===== src/rtl/alu1_ctrl_solver.sv =====
// rtl/alu1_ctrl_solver.sv - control-code recovery engine for the alu1 control function
//
// Given operands A, B and a target result, walks the 16 alu1 control codes
// one per cycle and reports the lowest code that reproduces the target,
// together with a mask of every matching code examined.
//
// Ports:
//   clk        - clock, rising edge
//   rst_n      - synchronous active-low reset
//   in_valid   - request valid
//   in_ready   - request accepted when in_valid & in_ready
//   in_a       - operand A (4 bits)
//   in_b       - operand B (4 bits)
//   in_target  - desired 8-bit alu1 result
//   out_valid  - result valid
//   out_ready  - result consumed when out_valid & out_ready
//   out_found  - at least one code matched
//   out_code   - lowest matching code {c11,c10,c9,c8}; 0 if none
//   out_mask   - bit k set if code k matched
//
// Parameter:
//   EARLY_EXIT - 1: stop at the first matching code; 0: always scan all 16

module alu1_ctrl_solver #(
    parameter bit EARLY_EXIT = 1'b1
) (
    input  logic        clk,
    input  logic        rst_n,
    input  logic        in_valid,
    output logic        in_ready,
    input  logic [3:0]  in_a,
    input  logic [3:0]  in_b,
    input  logic [7:0]  in_target,
    output logic        out_valid,
    input  logic        out_ready,
    output logic        out_found,
    output logic [3:0]  out_code,
    output logic [15:0] out_mask
);

    typedef enum logic [1:0] {
        ST_IDLE = 2'd0,
        ST_SCAN = 2'd1,
        ST_DONE = 2'd2
    } state_t;

    state_t      state_q, state_d;
    logic [3:0]  a_q, a_d;
    logic [3:0]  b_q, b_d;
    logic [7:0]  target_q, target_d;
    logic [3:0]  idx_q, idx_d;
    logic [15:0] mask_q, mask_d;
    logic        found_q, found_d;
    logic [3:0]  code_q, code_d;
    logic        in_ready_q, in_ready_d;
    logic        out_valid_q, out_valid_d;

    logic [7:0]  result;
    logic        hit;

    // alu1 control function; code bit 0 is c8, bit 3 is c11.
    function automatic logic [7:0] alu1_eval(
        input logic [3:0] a,
        input logic [3:0] b,
        input logic [3:0] k
    );
        logic [7:0] r;
        r = 8'd0;
        for (int i = 0; i < 4; i++) begin
            r[i] = ~a[i] | ~(b[i] ? k[3] : k[2]);
        end
        for (int i = 0; i < 3; i++) begin
            r[4+i] = ~a[i] & ~(b[i] ? k[0] : k[1]);
        end
        // Top bit does not follow the generic select pattern.
        r[7] = ~a[3] & b[3] & ~k[0];
        return r;
    endfunction

    assign result = alu1_eval(a_q, b_q, idx_q);
    assign hit    = (result == target_q);

    always_comb begin
        state_d     = state_q;
        a_d         = a_q;
        b_d         = b_q;
        target_d    = target_q;
        idx_d       = idx_q;
        mask_d      = mask_q;
        found_d     = found_q;
        code_d      = code_q;
        in_ready_d  = in_ready_q;
        out_valid_d = out_valid_q;

        case (state_q)
            ST_IDLE: begin
                if (in_valid) begin
                    a_d        = in_a;
                    b_d        = in_b;
                    target_d   = in_target;
                    idx_d      = 4'd0;
                    mask_d     = 16'd0;
                    found_d    = 1'b0;
                    code_d     = 4'd0;
                    in_ready_d = 1'b0;
                    state_d    = ST_SCAN;
                end
            end
            ST_SCAN: begin
                mask_d[idx_q] = hit;
                // Scan runs upward, so the first hit is the lowest code.
                if (hit && !found_q) begin
                    found_d = 1'b1;
                    code_d  = idx_q;
                end
                // Exit at idx 15 takes priority, so idx never wraps.
                if ((hit && EARLY_EXIT) || (idx_q == 4'd15)) begin
                    out_valid_d = 1'b1;
                    state_d     = ST_DONE;
                end else begin
                    idx_d = idx_q + 4'd1;
                end
            end
            ST_DONE: begin
                if (out_ready) begin
                    out_valid_d = 1'b0;
                    in_ready_d  = 1'b1;
                    state_d     = ST_IDLE;
                end
            end
            default: begin
                out_valid_d = 1'b0;
                in_ready_d  = 1'b1;
                state_d     = ST_IDLE;
            end
        endcase
    end

    always_ff @(posedge clk) begin
        if (!rst_n) begin
            state_q     <= ST_IDLE;
            a_q         <= 4'd0;
            b_q         <= 4'd0;
            target_q    <= 8'd0;
            idx_q       <= 4'd0;
            mask_q      <= 16'd0;
            found_q     <= 1'b0;
            code_q      <= 4'd0;
            in_ready_q  <= 1'b1;
            out_valid_q <= 1'b0;
        end else begin
            state_q     <= state_d;
            a_q         <= a_d;
            b_q         <= b_d;
            target_q    <= target_d;
            idx_q       <= idx_d;
            mask_q      <= mask_d;
            found_q     <= found_d;
            code_q      <= code_d;
            in_ready_q  <= in_ready_d;
            out_valid_q <= out_valid_d;
        end
    end

    assign in_ready  = in_ready_q;
    assign out_valid = out_valid_q;
    assign out_found = found_q;
    assign out_code  = code_q;
    assign out_mask  = mask_q;

endmodule


===== config.mk =====
export PLATFORM = sky130hd
export DESIGN_NAME = alu1_ctrl_solver
export DESIGN_NICKNAME = d
export VERILOG_FILES = /design/src/rtl/alu1_ctrl_solver.sv
export SDC_FILE = /design/constraint.sdc
export NUM_CORES = 1
export LEC_CHECK = 0
export CORE_MARGIN = 2
export CORE_UTILIZATION = 46
export CTS_CLUSTER_SIZE = 8
export DETAILED_ROUTE_END_ITERATION = 10
export PLACE_DENSITY = 0.75
export REMOVE_ABC_BUFFERS = 1
export SLEW_MARGIN = 10
export SYNTH_ARGS = -nofsm -noshare
export SYNTH_HDL_FRONTEND = slang
export SYNTH_SLANG_ARGS = --single-unit

===== constraint.sdc =====
create_clock -name clk -period 2 [get_ports clk]
set_input_delay 0.6 -clock clk [delete_from_list [all_inputs] [get_ports clk]]
set_output_delay 0.6 -clock clk [all_outputs]
set_load 0.02 [all_outputs]

-- Yosys cells after proc, flatten, opt, wreduce, memory -nomap -nowiden
Index checks and enable logic that the tools add are counted.
- add/subtract/negate cells: 1
- order comparisons: 2
- eq/ne operators: 9
- mux-type cells: 29
- bitwise operators: 23
- reductions and logical operators: 13
- operators with widths (operator ; count):
    $pmux W16 S2 ; 1
    $bwmux W16 ; 1
    $mux W16 ; 1
    $pmux W4 S2 ; 2
    $reduce_and A3 Y1 ; 5
    $not A1 Y1 ; 14
    $mux W1 ; 13
    $mux W4 ; 3
    $ne A2 B2 Y1 const B ; 5
    $eq A8 B8 Y1 ; 1
    $mux W2 ; 3
    $pmux W1 S3 ; 2
    $pmux W2 S3 ; 1
    $and A1 B1 Y1 ; 5
    $lt A4 B5 Y1 const B ; 1
    $add A4 B1 Y4 const B ; 1
    $demux W1 S4 ; 1
    $eq A4 B4 Y1 const B ; 1
    $ge A4 B1 Y1 const B ; 1
    $or A1 B1 Y1 ; 4
    $reduce_and A2 Y1 ; 2
    $eq A2 B1 Y1 const B ; 1
    $eq A2 B2 Y1 const B ; 1
    $logic_and A1 B1 Y1 ; 2
    5 further kinds ; 5
- flip-flop bits (word level): 45
- logic and storage cells: 87

-- Logic depth before layout (Yosys ltp)
- depth after elaboration: 7
- mapped depth: 7
- depth with buffers taken out: 6

-- Least setup slack after synthesis
Ideal clock, no wire load.
- path kind: register to register
- start point: register idx_q[0]
- end point: register code_q[2], in the netlist out_code[2]
- setup time: 0.072 ns
- arrival: 1.837 ns
- data required time: 1.928 ns
- slack: 0.092 ns
- stages on the path, launching flop included: 8
- path buffers: 1
- period minus slack after synthesis: 1.908 ns
- cells stage by stage: dfxtp_1 > mux2i_1 > or4b_1 > a32oi_2 > nand3b_1 > and4b_1 > buf_6 > mux2i_1
- longest elaborated chain between the ends: 7
- elaborated cells on any way between the ends: 15
- classes of those cells: 2 x eq/ne; 3 x mux; 8 x bitwise; 2 x reduce/logical
- RTL lines (element ; RTL line ; RTL):
    start, declared ; 51 ; logic [3:0] idx_q, idx_d;
    start signal, assigned ; 156 ; idx_q <= idx_d;
    $mux W1 ; 73 ; r[4+i] = ~a[i] & ~(b[i] ? k[0] : k[1]);
    $not A1 Y1 ; 73 ;
    $and A1 B1 Y1 ; 73 ;
    $eq A8 B8 Y1 (*) ; 81 ; assign hit = (result == target_q);
    $logic_and A1 B1 Y1 (*) ; 112 ; if (hit && !found_q) begin
    $ne A2 B2 Y1 (no line) (*) ; -- ;
    $reduce_and A3 Y1 (no line) (*) ; -- ;
    end signal, assigned ; 159 ; code_q <= code_d;
    end, declared ; 54 ; logic [3:0] code_q, code_d;
Every way passes the cells marked *; elsewhere a longest branch is shown, timed or not.
A chain may end at the register's enable or synchronous reset.

-- Worst setup path after layout
- start point: register b_q[2]
- end point: register idx_q[2]
- longest elaborated chain between the ends: 7
- elaborated cells on any way between the ends: 10
- classes of those cells: 2 x eq/ne; 2 x mux; 4 x bitwise; 2 x reduce/logical
- RTL lines (element ; RTL line ; RTL):
    start, declared ; 49 ; logic [3:0] b_q, b_d;
    start signal, assigned ; 143 ; b_q <= 4'd0;
    start signal, assigned ; 154 ; b_q <= b_d;
    $mux W1, on equally long branches ; 70, 73 ;
    $not A1 Y1, on equally long branches ; 70, 73 ;
    $or A1 B1 Y1 / $and A1 B1 Y1 (equally long branches) ; 70, 73 ;
    $eq A8 B8 Y1 (*) ; 81 ;
    $logic_or A1 B1 Y1 (*) ; 117 ; if ((hit && EARLY_EXIT) || (idx_q == 4'd15)) begin
    $ne A2 B2 Y1 (no line) (*) ; -- ;
    $reduce_and A3 Y1 (no line) (*) ; -- ;
Marks and branches as above.

==> results.txt <==
run status -> finished with violations
violations in the final reports -> negative setup slack
Pwr Total -> 1.88 mW
share of the synthesized area in the top cell type -> 40.0%
grt met3 use -> 5.01%
critical path arrival -> 2240 ps
I/O pin total -> 43
per-cell routed wire length -> 12.4 µm
root buffer cell -> clkbuf_8
P per Cell Area -> 633 nW/µm²
Worst Path Required -> 2230 ps
minimum clock period -> 2000 ps
Initial DRT Pass Iterations -> 5
Avg Cell Area, Syn -> 8.44 µm²
worst reg2reg path depth -> 7
DRC viols -> 0
dpl hpwl -> 3.33 mm
crit path to -> idx_q[2]$_SDFFE_PN0P_
Clk Latency, worst-skew pair -> 300 ps
count of buffers from port buffering -> 42
clock-pin slew on the worst setup and hold paths -> 90 ps
Synth Warn # -> 0
ys async rst share -> 0%
DP Area -> 2800 µm²
GRT Overall Usage -> 19.2%
count leader, synth -> nand2_1
CTS tree -> done
MaxCap Viol Count -> 0
Filler cells -> 410
Clock Sinks -> 45
Clock Path Buffers -> 2
DIE HEIGHT -> 74.0 µm
Worst path max stage delay -> 490 ps
HP Class -> flip-flop to flip-flop
met1 Use GR -> 23.8%
Max H-tree Level -> 2
final hold violations -> 0
core box area -> 4720 µm²
crit path launch type -> flip-flop
Yosys reg bits -> 45
synthesized area -> 2250 µm²
Slew HR -> 75.3%
DRT antenna net count -> 0
DR iter-0 viols -> 134
sum of buffers and inverters on the critical path -> 1
Slew Viols, Final -> 0
number of global-route vias before repair -> 1821
CTS Hold Bufs -> 0
unrepaired setup endpoints after global routing -> true
final setup skew -> 7.91 ps
Largest delay share family, worst path -> simple AND/OR/NAND/NOR gates
GRT met2 Usage -> 32.8%
CP max-delay cell -> or4b_1
total number of vias -> 1984
Leak -> 1.06 nW
Stages on worst setup path -> 7
Mapped Cells -> 267
worst r2r src -> b_q[2]$_SDFFE_PN0P_
Synth top cells by count -> nand2_1, dfxtp_1, nand3_1, a21boi_0
Die ar. -> 5470 µm²
Clock power frac -> 38.5%
row count -> 25
crit path max fanout -> 9
Crit Path Category -> flip-flop to flip-flop
# setup viols final -> 1
max frequency -> 0.499 GHz
area leader, netlist -> dfxtp_1
Int Pwr -> 1.43 mW
final instance area -> 2970 µm²
crit-path cells -> mux2i_2, or4b_1, a32oi_2, buf_4, nand4_4, nor3b_2, nor3_1
Post-synth EDFFs -> 0
Peak VDD IR -> 420 µV
area delta synth->final -> 31.8%
Crit. End Element -> flip-flop
initial antenna violation count -> 0
final WL -> 4.73 mm
Flop pwr share -> 50.1%
final period utilization -> 100%
die width -> 74.0 µm
Cell variety after synth -> 39
Initial Util -> 47.7%
grt ovf -> 0
fin nets -> 339
Worst Tran Pin Value -> 368 ps
FF-to-FF setup slack -> -3 ps
routability cong. -> 0.750
register area share after synthesis -> 40.0%
first-pass GRT wire length -> 8.18 mm
Net Sw Frac -> 23.7%
post-layout util -> 62.9%
Reg2Reg Capture Point -> idx_q[2]$_SDFFE_PN0P_
Comb power frac -> 11.4%
share of layout cells above drive strength 1 -> 15.2%
top cells by area, synth -> dfxtp_1, nand2_1, a21boi_0
Antenna Cells -> 0
TritonCTS Buffers -> 5
Worst Setup SP -> b_q[2]$_SDFFE_PN0P_
Psw -> 0.446 mW
Final WS setup -> -3.42 ps
predominant post-synthesis flop cell -> dfxtp_1
largest net degree at the start of global routing -> 42
Top Usage Layer GRT -> met2
Via density -> 5.18
==> per-stage QoR <==
stage / std cells / hold WS (ps) / TNS (ps) / setup slack (ps)
global placement: 373 / 459 / 0 / 41.2
floorplan: 248 / 452 / -1530 / -295
CTS: 381 / 481 / 0 / 1.63
global route: 383 / 502 / -795 / -91.6
finish: 383 / 477 / -3.42 / -3.42
detailed placement: 373 / 465 / -17.2 / -17.2
==> power by group through the flow <==
| stage | clock (mW) | combinational, mW | sequential, mW |
|---|---|---|---|
| after global routing | 0.776 | 0.240 | 0.947 |
| after detailed placement | 0 | 0.208 | 0.963 |
| after CTS | 0.732 | 0.210 | 0.942 |
| final | 0.724 | 0.214 | 0.942 |
| after floorplan | 0 | 0.0896 | 0.965 |
| after global placement | 0 | 0.205 | 0.963 |
==> placed cells by master (no fill, tap or decap), drive strengths merged, types with 2 or more instances in the layout <==
cell type,netlist,routed
a21boi,18,18
a21oi,3,3
a31oi,2,2
and3b,3,3
buf,5,19
clkbuf,14,7
clkdlybuf4s50,0,41
dfxtp,45,45
ha,4,4
inv,3,3
mux2,2,2
mux2i,13,13
nand2,62,62
nand2b,3,3
nand3,25,25
nor2,14,14
nor2b,2,2
nor3,8,8
nor3b,6,6
o21a,2,2
o21ai,2,2
o22ai,16,16
xnor2,2,2
==> repair_timing <==
action | in CTS | in global routing
endpoints found under the setup margin | 5 | 26
pin swaps | 0 | 2
buffers inserted | 0 | 2
gates resized for setup | 2 | 8
==> registers in the layout (all words and copies together), names as in the netlist <==
signal,cells
out_mask,16
target_q,8
a_q,4
b_q,4
idx_q,4
out_code,4
state_q,2
in_ready,1
out_found,1
out_valid,1
==> how the worst min path moves through the flow <==
stage                                        start                        to  slack (ps)  cells after the start
after CTS                   out_valid$_SDFFE_PN0P_    out_valid$_SDFFE_PN0P_         480                      2
after global routing      out_mask[5]$_SDFFE_PN0P_  out_mask[5]$_SDFFE_PN0P_         500                      2
final                     out_mask[5]$_SDFFE_PN0P_  out_mask[5]$_SDFFE_PN0P_         480                      2
after global placement      out_valid$_SDFFE_PN0P_    out_valid$_SDFFE_PN0P_         460                      2
after floorplan           target_q[1]$_SDFFE_PN0P_  target_q[1]$_SDFFE_PN0P_         450                      2
after detailed placement    out_valid$_SDFFE_PN0P_    out_valid$_SDFFE_PN0P_         470                      2
==> layout make-up <==
type	instances	area (µm²)	area share, %
Timing Repair Buffer	60	579	19.5
Tap cell	67	83.8	2.82
Multi-Input combinational cell	200	1270	42.9
Clock inverter	1	30.0	1.01
Sequential cell	45	905	30.5
Clock buffer	7	86.3	2.91
Inverter	3	11.3	0.379
==> layer usage <==
| layer | part of all wire [%] | vias up | wire length, µm |
|---|---|---|---|
| met1 | 46 | 916 | 2170 |
| met3 | 4.3 | 7 | 203 |
| met2 | 48 | 40 | 2290 |
| li1 | - | 1021 | - |
| met4 | 1.6 | 0 | 74 |
| met5 | 0 | - | 0 |
==> tightest hold or removal path, cell delays in order (launching register included) <==
cell and delay (ps):
dfxtp_1 320, nand3_1 60, o22ai_1 60
==> logic make-up (layout without fill, tap and decap cells) <==
family | after synthesis | after routing | share of synthesized area (%)
and+or+nand+nor | 132 | 132 | 28.2
AOI/OAI and AO/OA | 46 | 46 | 16.9
muxes | 15 | 15 | 6.78
DFF | 45 | 45 | 40.0
xor gates and xnor gates | 3 | 3 | 1.17
adders and majority gates | 4 | 4 | 2.22
buffers and inverters | 22 | 71 | 4.72
No activity file was read; power rests on OpenSTA's default activity.
